`src/rtl/pattern_adc_pkg.sv`:
```
// Shared types and helpers for the synthetic pattern ADC source.
// PATTERN_ADC_CHECKSUM_EN adds one XOR checksum byte to every frame.
package pattern_adc_pkg;

  typedef enum logic [1:0] {
    MODE_CONST   = 2'd0,
    MODE_COUNT   = 2'd1,
    MODE_RAMP    = 2'd2,
    MODE_CHAN_ID = 2'd3
  } mode_t;

  typedef enum logic [1:0] {
    IDLE,
    CHECK,
    SEND
  } state_t;

`ifdef PATTERN_ADC_CHECKSUM_EN
  localparam int CHECKSUM_BYTES = 1;
`else
  localparam int CHECKSUM_BYTES = 0;
`endif

  function automatic int frame_bytes(input int sample_bytes, input int num_channels);
    return sample_bytes * num_channels + CHECKSUM_BYTES;
  endfunction

  localparam int FRAME_BYTES = frame_bytes(4, 2);

  // Full 32-bit sample; the caller only ever selects the low SAMPLE_BYTES bytes.
  function automatic logic [31:0] sample_value(input mode_t mode, input logic [31:0] f,
                                               input logic [2:0] c, input logic [31:0] nc,
                                               input logic [31:0] const_pattern);
    logic [31:0] value;
    case (mode)
      MODE_CONST: value = const_pattern;
      MODE_COUNT: value = f;
      MODE_RAMP:  value = f * nc + {29'd0, c};
      default:    value = {5'd0, c, f[23:0]};
    endcase
    return value;
  endfunction

endpackage

```
`src/rtl/pattern_adc_tick.sv`:
```
// Free-running sample-period divider: one-cycle tick every CLK_DIV clocks.
module pattern_adc_tick #(
  parameter int CLK_DIV = 256
) (
  input  logic clk_i,
  input  logic rst_i,
  output logic tick_o
);

  localparam int CW = (CLK_DIV > 1) ? $clog2(CLK_DIV) : 1;
  localparam logic [CW-1:0] LAST = CW'(CLK_DIV - 1);

  logic [CW-1:0] cnt_q, cnt_d;

  always_comb begin
    cnt_d = (cnt_q == LAST) ? '0 : cnt_q + 1'b1;
  end

  always_ff @(posedge clk_i or posedge rst_i) begin
    if (rst_i) cnt_q <= '0;
    else       cnt_q <= cnt_d;
  end

  assign tick_o = (cnt_q == LAST);

endmodule

```
`src/rtl/pattern_adc_source.sv`:
```
// Synthetic multi-channel ADC front end writing sample frames into a byte FIFO.
// Define PATTERN_ADC_CHECKSUM_EN to append an XOR checksum byte to each frame.
module pattern_adc_source
  import pattern_adc_pkg::*;
#(
  parameter int          SAMPLE_BYTES  = 4,
  parameter int          NUM_CHANNELS  = 2,
  parameter int          CLK_DIV       = 256,
  parameter int          ADDR_WIDTH    = 11,
  parameter logic [31:0] CONST_PATTERN = 32'hDEADBEEF
) (
  input  logic                  clk,
  input  logic                  reset,
  output logic                  fifo_clk,
  output logic [7:0]            fifo_data,
  output logic                  fifo_write,
  input  logic [ADDR_WIDTH-1:0] fifo_addr_in,
  input  logic [ADDR_WIDTH-1:0] fifo_addr_out,
  input  logic                  direction,
  input  logic [1:0]            mode,
  output logic                  overflow,
  input  logic                  clear_ovf,
  output logic [15:0]           drop_count
);

  localparam int         FRAME_LEN = frame_bytes(SAMPLE_BYTES, NUM_CHANNELS);
  localparam logic [2:0] LAST_CH   = 3'(NUM_CHANNELS - 1);
  localparam logic [1:0] LAST_BYTE = 2'(SAMPLE_BYTES - 1);

  logic tick;

  pattern_adc_tick #(.CLK_DIV(CLK_DIV)) u_tick (
    .clk_i  (clk),
    .rst_i  (reset),
    .tick_o (tick)
  );

  state_t      state_q, state_d;
  mode_t       mode_q, mode_d;
  logic [31:0] frame_q, frame_d;
  logic [2:0]  ch_q, ch_d;
  logic [1:0]  bi_q, bi_d;
  logic [7:0]  csum_q, csum_d;
  logic        csum_phase_q, csum_phase_d;
  logic        ovf_q, ovf_d;
  logic [15:0] drop_q, drop_d;

  logic [ADDR_WIDTH-1:0] used, free;
  logic                  space_ok;
  logic                  drop_evt;
  logic [31:0]           sample;
  logic [7:0]            sample_byte;

  // All-ones minus used is just the bitwise complement; modular wrap comes for free.
  assign used     = fifo_addr_in - fifo_addr_out;
  assign free     = ~used;
  assign space_ok = 32'(free) >= 32'(FRAME_LEN);

  assign sample      = sample_value(mode_q, frame_q, ch_q, 32'(NUM_CHANNELS), CONST_PATTERN);
  assign sample_byte = sample[{bi_q, 3'b000} +: 8];

  always_comb begin
    state_d      = state_q;
    mode_d       = mode_q;
    frame_d      = frame_q;
    ch_d         = ch_q;
    bi_d         = bi_q;
    csum_d       = csum_q;
    csum_phase_d = csum_phase_q;
    ovf_d        = ovf_q;
    drop_d       = drop_q;
    drop_evt     = 1'b0;
    fifo_write   = 1'b0;
    fifo_data    = 8'h00;

    case (state_q)
      IDLE: begin
        if (tick && direction) begin
          state_d = CHECK;
          mode_d  = mode_t'(mode);
        end
      end
      CHECK: begin
        if (space_ok) begin
          state_d      = SEND;
          ch_d         = 3'd0;
          bi_d         = 2'd0;
          csum_d       = 8'h00;
          csum_phase_d = 1'b0;
        end else begin
          drop_evt = 1'b1;
          state_d  = IDLE;
        end
      end
      SEND: begin
        fifo_write = 1'b1;
        if (csum_phase_q) begin
          fifo_data = csum_q;
          state_d   = IDLE;
          frame_d   = frame_q + 32'd1;
        end else begin
          fifo_data = sample_byte;
          csum_d    = csum_q ^ sample_byte;
          if (bi_q == LAST_BYTE) begin
            bi_d = 2'd0;
            if (ch_q == LAST_CH) begin
`ifdef PATTERN_ADC_CHECKSUM_EN
              csum_phase_d = 1'b1;
`else
              state_d = IDLE;
              frame_d = frame_q + 32'd1;
`endif
            end else begin
              ch_d = ch_q + 3'd1;
            end
          end else begin
            bi_d = bi_q + 2'd1;
          end
        end
      end
      default: state_d = IDLE;
    endcase

    // A tick that arrives while a frame is still in flight is a lost frame.
    if (tick && direction && state_q != IDLE) drop_evt = 1'b1;

    if (drop_evt) begin
      ovf_d  = 1'b1;
      drop_d = clear_ovf ? 16'd1 : ((drop_q == 16'hFFFF) ? drop_q : drop_q + 16'd1);
    end else if (clear_ovf) begin
      ovf_d  = 1'b0;
      drop_d = 16'd0;
    end
  end

  always_ff @(posedge clk or posedge reset) begin
    if (reset) begin
      state_q      <= IDLE;
      mode_q       <= MODE_CONST;
      frame_q      <= 32'd0;
      ch_q         <= 3'd0;
      bi_q         <= 2'd0;
      csum_q       <= 8'h00;
      csum_phase_q <= 1'b0;
      ovf_q        <= 1'b0;
      drop_q       <= 16'd0;
    end else begin
      state_q      <= state_d;
      mode_q       <= mode_d;
      frame_q      <= frame_d;
      ch_q         <= ch_d;
      bi_q         <= bi_d;
      csum_q       <= csum_d;
      csum_phase_q <= csum_phase_d;
      ovf_q        <= ovf_d;
      drop_q       <= drop_d;
    end
  end

  assign fifo_clk   = tick;
  assign overflow   = ovf_q;
  assign drop_count = drop_q;

endmodule
```
`config.mk`:
```
export PLATFORM = sky130hd
export DESIGN_NAME = pattern_adc_source
export DESIGN_NICKNAME = d
export VERILOG_FILES = /design/src/rtl/pattern_adc_pkg.sv /design/src/rtl/pattern_adc_tick.sv /design/src/rtl/pattern_adc_source.sv
export SDC_FILE = /design/constraint.sdc
export NUM_CORES = 1
export LEC_CHECK = 0
export CORE_ASPECT_RATIO = 0.9
export CORE_MARGIN = 3
export CORE_UTILIZATION = 45
export DETAILED_ROUTE_END_ITERATION = 8
export GPL_TIMING_DRIVEN = 0
export HOLD_SLACK_MARGIN = 0.05
export MAX_ROUTING_LAYER = met4
export PLACE_DENSITY = 0.71
export SKIP_CTS_REPAIR_TIMING = 1
export SYNTH_ARGS = -nofsm -noshare
export SYNTH_HDL_FRONTEND = slang
export SYNTH_SLANG_ARGS = --single-unit
```
`constraint.sdc`:
```
create_clock -name clk -period 4.3 [get_ports clk]
set_clock_uncertainty 0.05 [all_clocks]
set_input_delay 0.86 -clock clk [delete_from_list [all_inputs] [get_ports clk]]
set_output_delay 0.86 -clock clk [all_outputs]
set_load 0.03 [all_outputs]
```
==> impl_metrics.sql, run 1 <==
INSERT INTO impl_metrics (metric_group, metric, value, unit) VALUES
('outcome', 'status', 'finished with violations', ''),
('outcome', 'failed_checks', 'setup timing', ''),
('power_and_ir_drop', 'p_leak', '0.002513', 'uW'),
('sta', 'hold_viol_final', '0', ''),
('die', 'num_rows', '35', ''),
('die', 'io-pin-count', '55', ''),
('synth', 'post_synth_fa_ha_maj_area_fraction', '5.482', '%'),
('setup_path', 'max_stage_delay', '0.62', 'ns'),
('routing', 'route.vias.total', '4594', ''),
('routing', 'routed_wirelength', '12690', 'um'),
('setup_path', 'worst-path-buf-inv', '4', ''),
('placed_design', 'hpwl', '9198', 'um'),
('global_route', 'global_route.usage.total', '21.67', '%'),
('clock_tree', 'clock_tree.root_cell', 'clkbuf_16', ''),
('sta', 'drv_slew', '0', ''),
('global_route', 'grt_start_max_net_pins', '37', ''),
('die', 'fp.dieArea', '0.01203', 'mm2'),
('synth', 'mappedNetlistNets', '628', ''),
('sta', 'max_clock_freq', '220.6', 'MHz'),
('clock_tree', 'clk_path_buf_depth', '2', ''),
('sta', 'timing.final.crit_share', '105.4', '%'),
('clock_tree', 'worst_path_clk_slew', '0.05', 'ns'),
('synth', 'synth_area_per_cell', '8.342', 'um2'),
('setup_path', 'critical_path_capture_point_type', 'output port', ''),
('setup_path', 'critPathSlowestCell', 'or4_4', ''),
('clock_tree', 'cts_tree', 'yes', ''),
('synth', 'synth-seq-cells', '66', ''),
('sta', 'max-slew-margin-rel', '44.53', '%'),
('synth', 'synth_area_leader_cell', 'dfrtp_1', ''),
('routing', 'route.antenna.remaining_nets', '0', ''),
('sta', 'setup_viol', '3', ''),
('setup_path', 'cp_top_family', 'simple AND/OR/NAND/NOR gates', ''),
('global_route', 'grt_overflow', '0', ''),
('setup_path', 'cp-start-kind', 'flip-flop', ''),
('die', 'floorplan.die.height', '104.4', 'um'),
('synth', 'synthXorXnorAreaFrac', '12.49', '%'),
('synth', 'synth_top_family_by_area', 'simple AND/OR/NAND/NOR gates', ''),
('final_layout', 'final_layout_size_suffix_gt1_share', '10.20', '%'),
('sta', 'grt_setup_unrepaired', 'yes', ''),
('die', 'core_area', '0.01038', 'mm2'),
('clock_tree', 'numCtsBuffers', '9', ''),
('routing', 'vias_per_cell', '5.845', ''),
('routing', 'pre_repair_dr_iteration_count', '5', ''),
('setup_path', 'cp_data_arrival_time', '3.62', 'ns'),
('placed_design', 'io_buffers', '54', ''),
('worst_hold_path', 'path_class_of_the_lowest_slack_min_delay_path', 'flip-flop to flip-flop', ''),
('routing', 'drtIter0Drc', '467', ''),
('routing', 'remaining_drc_errors', '0', ''),
('synth', 'post_synth_design_cell_area', '0.004838', 'mm2'),
('die', 'die_width', '115.3', 'um'),
('clock_tree', 'cts_htree_levels', '3', ''),
('synth', 'synth.cells.most_frequent', 'dfrtp_1, nand2_1, nor2_1, xnor2_1, a21oi_1', ''),
('synth', 'synthMuxAreaShare', '2.198', '%'),
('synth', 'synth_compound_area_share', '16.52', '%'),
('sta', 'min_period', '4.534', 'ns'),
('synth', 'synthDominantCellAreaShare', '34.13', '%'),
('global_route', 'grt_pass1_wl', '20780', 'um'),
('power_and_ir_drop', 'pwr_density_cell', '252.4', 'mW/mm2'),
('final_layout', 'layout-area-overhead-vs-synth', '25.06', '%'),
('synth', 'synthesis.yosys.warnings', '0', ''),
('sta', 'finalWorstSetupSlack', '-0.2336', 'ns'),
('synth', 'ys_async_sr_fraction', '100.0', '%'),
('placed_design', 'placed_cells_incl_taps', '764', ''),
('synth', 'post_synth_and_or_nand_nor_area_fraction', '23.82', '%'),
('setup_path', 'critPathMostFrequentCell', 'buf_4', ''),
('sta', 'tightest_slew', '0.8257', 'ns'),
('synth', 'part_of_the_yosys_area_used_for_sequential_elements', '34.13', '%'),
('die', 'floorplan.initialDensity', '46.62', '%'),
('synth', 'synth-main-ff-cell', 'dfrtp_1', ''),
('setup_path', 'timing.critical_path.cells', 'ha_4 > inv_2 > fa_2 > nand3b_1 > or4_4 > nor3_4 > buf_6 > buf_4 > nand2_2 > xor2_1 > o22ai_1 > a21oi_1 > nor3_2 > buf_4', ''),
('final_layout', 'final_cell_count_no_fill', '786', '');
state kept, by name, indices dropped and copies added, names as in the netlist:
signal	flops
ch_q	3
overflow	1
frame_q	32
mode_q	2
state_q	2
drop_count	16
u_tick.cnt_q	8
bi_q	2
metal layers:
layer / track usage (%) / part of all wire [%]
met5: - / 0
met4: 5.784 / 1.5
met3: 4.014 / 6.2
met2: 32.98 / 46
met1: 29.70 / 46
cells by family (layout without fill, tap and decap cells):
kind of cell               Yosys count  count (layout)
DFF                                 66              66
buffers and inverters               66             143
adders and majority gates           20              20
AOI/OAI and AO/OA                  124             124
xor gates and xnor gates            69              69
and+or+nand+nor                    225             225
muxes                               10              10
cells in the final DEF, fill, tap and decap left out, types with 4 or more instances in the layout:
| cell type | synthesis | routed |
|---|---|---|
| clkdlybuf4s50_1 | 0 | 46 |
| nand3_1 | 26 | 25 |
| nor2_1 | 51 | 51 |
| and3_1 | 13 | 13 |
| o31ai_1 | 4 | 4 |
| nor2b_1 | 9 | 9 |
| inv_1 | 31 | 29 |
| clkbuf_1 | 31 | 26 |
| a221oi_1 | 5 | 5 |
| buf_2 | 3 | 4 |
| xor2_1 | 27 | 27 |
| ha_1 | 18 | 17 |
| clkbuf_16 | 0 | 9 |
| o211ai_1 | 6 | 6 |
| mux2i_1 | 5 | 5 |
| nor3_1 | 12 | 11 |
| nand3b_1 | 4 | 4 |
| a31oi_1 | 4 | 4 |
| o221ai_1 | 4 | 4 |
| dfrtp_2 | 0 | 4 |
| o21ai_0 | 31 | 30 |
| buf_6 | 1 | 5 |
| a21oi_1 | 39 | 38 |
| xnor2_1 | 42 | 42 |
| nand4_1 | 13 | 13 |
| and4_1 | 7 | 7 |
| dlymetal6s2s_1 | 0 | 4 |
| or4_1 | 5 | 4 |
| dfrtp_1 | 66 | 62 |
| o22ai_1 | 7 | 7 |
| buf_4 | 0 | 11 |
| nand2b_1 | 5 | 5 |
| or3_1 | 11 | 11 |
| a211oi_1 | 5 | 5 |
| nand2_1 | 52 | 50 |
| clkbuf_8 | 0 | 5 |
through the flow:
| stage | instance area (um2) | power (uW) | worst slack, ns | hold WS, ns |
|---|---|---|---|---|
| 6_report | 6051 | 1527 | -0.2336 | 0.4223 |
| 5_1_grt | 6051 | 1582 | -0.3261 | 0.4461 |
| 4_1_cts | 5891 | 1547 | -0.9005 | 0.4322 |
| 3_5_place_dp | 5567 | 756.0 | -0.5132 | 0.4144 |
| 3_3_place_gp | 5547 | 749.3 | -0.5138 | 0.4129 |
| 2_1_floorplan | 4845 | 709.1 | 0.2318 | 0.3922 |
report_power, final:
group	switching, uW	total, uW	internal [uW]
clock network	258	782	524
registers	0.0000000000000328	622	622
logic	67.0	124	56.6
cell type report:
cell class                      instances  area [um2]
Sequential cell                        66        1657
Tap cell                              129       161.4
Buffer                                 30       123.9
Timing Repair Buffer                   67       663.1
Multi-Input combinational cell        448        3005
Fill cell                             916        4328
Clock inverter                          1       30.03
Inverter                               31       116.4
Clock buffer                           14       294.0
final timing paths:
path | from | to | slack [ns] | cells past startpoint
hold reg to reg | frame_q[31] | frame_q[31] | 0.42 | 1
min in group asynchronous | reset | drop_count[6] | 0.95 | 2
max in group asynchronous | reset | frame_q[0] | 2.60 | 3
setup / recovery | ch_q[1] | fifo_data[3] | -0.23 | 14
hold / removal | frame_q[31] | frame_q[31] | 0.42 | 1
setup reg to reg | ch_q[1] | frame_q[29] | 1.03 | 13
Power figures use the tool's default switching activity.
==> run 2, diff against run 1 <==
- clock period: 4.3 -> 4.5 ns (I/O delays scaled with it)
==> run 2 against run 1 <==
Compared with the run above:
- via count increased by 0.28%
- critical endpoint unchanged
- the run now ends clean
- clock-buffer cell count shrank 3
- critical path depth is 1 lower
- core utilization decreased by 0.14 points
- critical path type unchanged
- non-clock buffer count increased by 4
- total power down 4.1%
- first-iteration DRC count up 32%
- hold slack improved by 0.0053 ns
==> impl_metrics.sql, run 2 (synthesized netlist as in run 1, its figures left out) <==
INSERT INTO impl_metrics (metric_group, metric, value, unit) VALUES
('power_and_ir_drop', 'pwr_density_cell', '242.7', 'mW/mm2'),
('sta', 'drv_slew', '0', ''),
('final_layout', 'largest_register', 'frame_q', ''),
('clock_tree', 'worst_path_clk_slew', '0.05', 'ns'),
('die', 'core_area', '0.01038', 'mm2'),
('global_route', 'grt_start_max_net_pins', '37', ''),
('final_layout', 'utilization', '58.16', '%'),
('setup_path', 'crit_fanout', '5', ''),
('die', 'io-pin-count', '55', ''),
('setup_path', 'timing.critical_path.cells', 'ha_4 > inv_1 > fa_2 > nand3b_1 > or4_4 > nor3_4 > buf_6 > nand2_1 > xor2_1 > o22ai_1 > a21oi_1 > nor3_2 > buf_4', ''),
('power_and_ir_drop', 'p_leak', '0.002501', 'uW'),
('placed_design', 'io_buffers', '54', ''),
('sta', 'max_clock_freq', '222.5', 'MHz'),
('clock_tree', 'clkSinkCount', '66', ''),
('routing', 'route.antenna.remaining_nets', '0', ''),
('die', 'fp.dieArea', '0.01203', 'mm2'),
('routing', 'drtIter0Drc', '617', ''),
('global_route', 'global_route.usage.total', '21.35', '%'),
('die', 'num_rows', '35', ''),
('die', 'floorplan.initialDensity', '46.62', '%'),
('sta', 'tightest_slew', '0.9018', 'ns'),
('final_layout', 'largest_register_ffs', '32', ''),
('final_layout', 'mostFrequentLayoutCell', 'dfrtp_1', ''),
('worst_hold_path', 'path_class_of_the_lowest_slack_min_delay_path', 'flip-flop to flip-flop', ''),
('setup_path', 'rrSetupSlack', '1.25', 'ns'),
('setup_path', 'max_stage_delay', '0.62', 'ns'),
('final_layout', 'layout-area-overhead-vs-synth', '24.75', '%'),
('global_route', 'via_count_of_the_first_global_routing_pass', '4220', ''),
('flow_run', 'maxCapViolCount', '0', ''),
('power_and_ir_drop', 'ir_worst_vdd', '163.8', 'uV'),
('sta', 'hold_viol_final', '0', ''),
('outcome', 'status', 'completed', ''),
('routing', 'remaining_drc_errors', '0', ''),
('setup_path', 'cp_data_arrival_time', '3.55', 'ns'),
('routing', 'route.vias.total', '4607', ''),
('power_and_ir_drop', 'design_power_total', '1465', 'uW'),
('placed_design', 'place_congestion', '0.9239', ''),
('worst_hold_path', 'worstHoldStart', 'u_tick.cnt_q[7]', ''),
('clock_tree', 'cts_htree_levels', '3', ''),
('sta', 'max-slew-margin-rel', '39.42', '%'),
('final_layout', 'commonest_cells_after_routing_fill_and_taps_aside', 'dfrtp_1, nand2_1, nor2_1', ''),
('sta', 'min_period', '4.495', 'ns'),
('setup_path', 'critPathSlowestCell', 'or4_4', ''),
('global_route', 'number_of_antenna_violations_at_the_first_check_in_global_routing', '0', ''),
('final_layout', 'antenna-diode-count', '0', ''),
('sta', 'timing.final.crit_share', '99.89', '%'),
('worst_hold_path', 'holdPathEnd', 'u_tick.cnt_q[7]', ''),
('clock_tree', 'numCtsBuffers', '9', ''),
('placed_design', 'hpwl', '9158', 'um'),
('setup_path', 'wp_data_required', '3.55', 'ns'),
('setup_path', 'timing.rr.start', 'ch_q[1]', ''),
('final_layout', 'final_layout_size_suffix_gt1_share', '9.063', '%'),
('die', 'floorplan.die.height', '104.4', 'um'),
('setup_path', 'timing.reg2reg.worst_path_depth', '12', ''),
('clock_tree', 'cts_tree', 'yes', ''),
('die', 'die_width', '115.3', 'um'),
('routing', 'routedWlPerCell', '15.94', 'um'),
('clock_tree', 'clk_latency', '0.33', 'ns'),
('final_layout', 'finalNetCount', '705', ''),
('sta', 'setup_viol', '0', ''),
('global_route', 'grt_pass1_wl', '20540', 'um'),
('global_route', 'grt_overflow', '0', ''),
('clock_tree', 'clock_tree.root_cell', 'clkbuf_16', ''),
('routing', 'routed_wirelength', '12610', 'um'),
('clock_tree', 'clk_path_buf_depth', '2', ''),
('routing', 'pre_repair_dr_iteration_count', '5', ''),
('setup_path', 'critical_path_capture_point_type', 'output port', ''),
('setup_path', 'type_of_the_setup_path_with_the_least_slack', 'flip-flop to output port', ''),
('worst_hold_path', 'worst_hold_path.num_cells', '1', ''),
('setup_path', 'critical_path.reg2reg.endpoint', 'frame_q[29]', ''),
('routing', 'vias_per_cell', '5.824', ''),
('setup_path', 'cp-start-kind', 'flip-flop', '');
## run 2: layer usage
layer | vias to the layer above | track usage, % | wire length [um]
met4 | 0 | 4.778 | 288
met1 | 2197 | 29.75 | 5810
li1 | 2202 | - | -
met3 | 28 | 4.421 | 869
met5 | - | - | 0
met2 | 180 | 32.07 | 5640
## run 2: how the worst max path moves through the flow
stage	start	endpoint	slack, ns
2_1_floorplan	frame_q[0]	fifo_data[1]	0.1
3_3_place_gp	frame_q[0]	fifo_data[1]	-0.44
3_5_place_dp	frame_q[0]	fifo_data[1]	-0.42
4_1_cts	frame_q[0]	fifo_data[1]	-0.80
5_1_grt	frame_q[0]	fifo_data[3]	-0.05
6_report	frame_q[0]	fifo_data[3]	0.005
## run 2: final cells by class
type,instances,area [um2]
plain buffers,34,138.9
clock buffers,11,242.7
clock inverters,5,77.57
fillers,948,4343
inverters,31,116.4
multi-input cells,448,2985
flip-flops and latches,66,1657
well taps,129,161.4
repair buffers,67,656.9
## run 2: power by group
group	switching [uW]	internal, uW	total [uW]
logic	63.0	54.0	117
registers	0.0000000000000337	594	594
clock network	256	498	754
total	319	1150	1460
## run 2: through the flow
stage | setup WS (ns) | hold slack (ns) | std cells | TNS (ns) | area [um2]
finish | 0.004860 | 0.4275 | 791 | 0 | 6036
CTS | -0.7987 | 0.4298 | 780 | -3.249 | 5881
floorplan | 0.09541 | 0.3922 | 580 | 0 | 4838
detailed placement | -0.4173 | 0.4119 | 764 | -1.559 | 5560
global route | -0.05225 | 0.4448 | 791 | -0.06645 | 6036
global placement | -0.4377 | 0.4132 | 763 | -1.238 | 5540
## run 2: critical path: cells and delay by family (launching register included)
kind / cells / cell delay, ns
AND/OR/NAND/NOR: 5 / 1.44
adder cells (fa/ha/maj): 2 / 0.49
flip-flops: 1 / 0.43
buffers and inverters: 3 / 0.38
AO/OA/AOI/OAI: 2 / 0.31
XOR/XNOR: 1 / 0.15
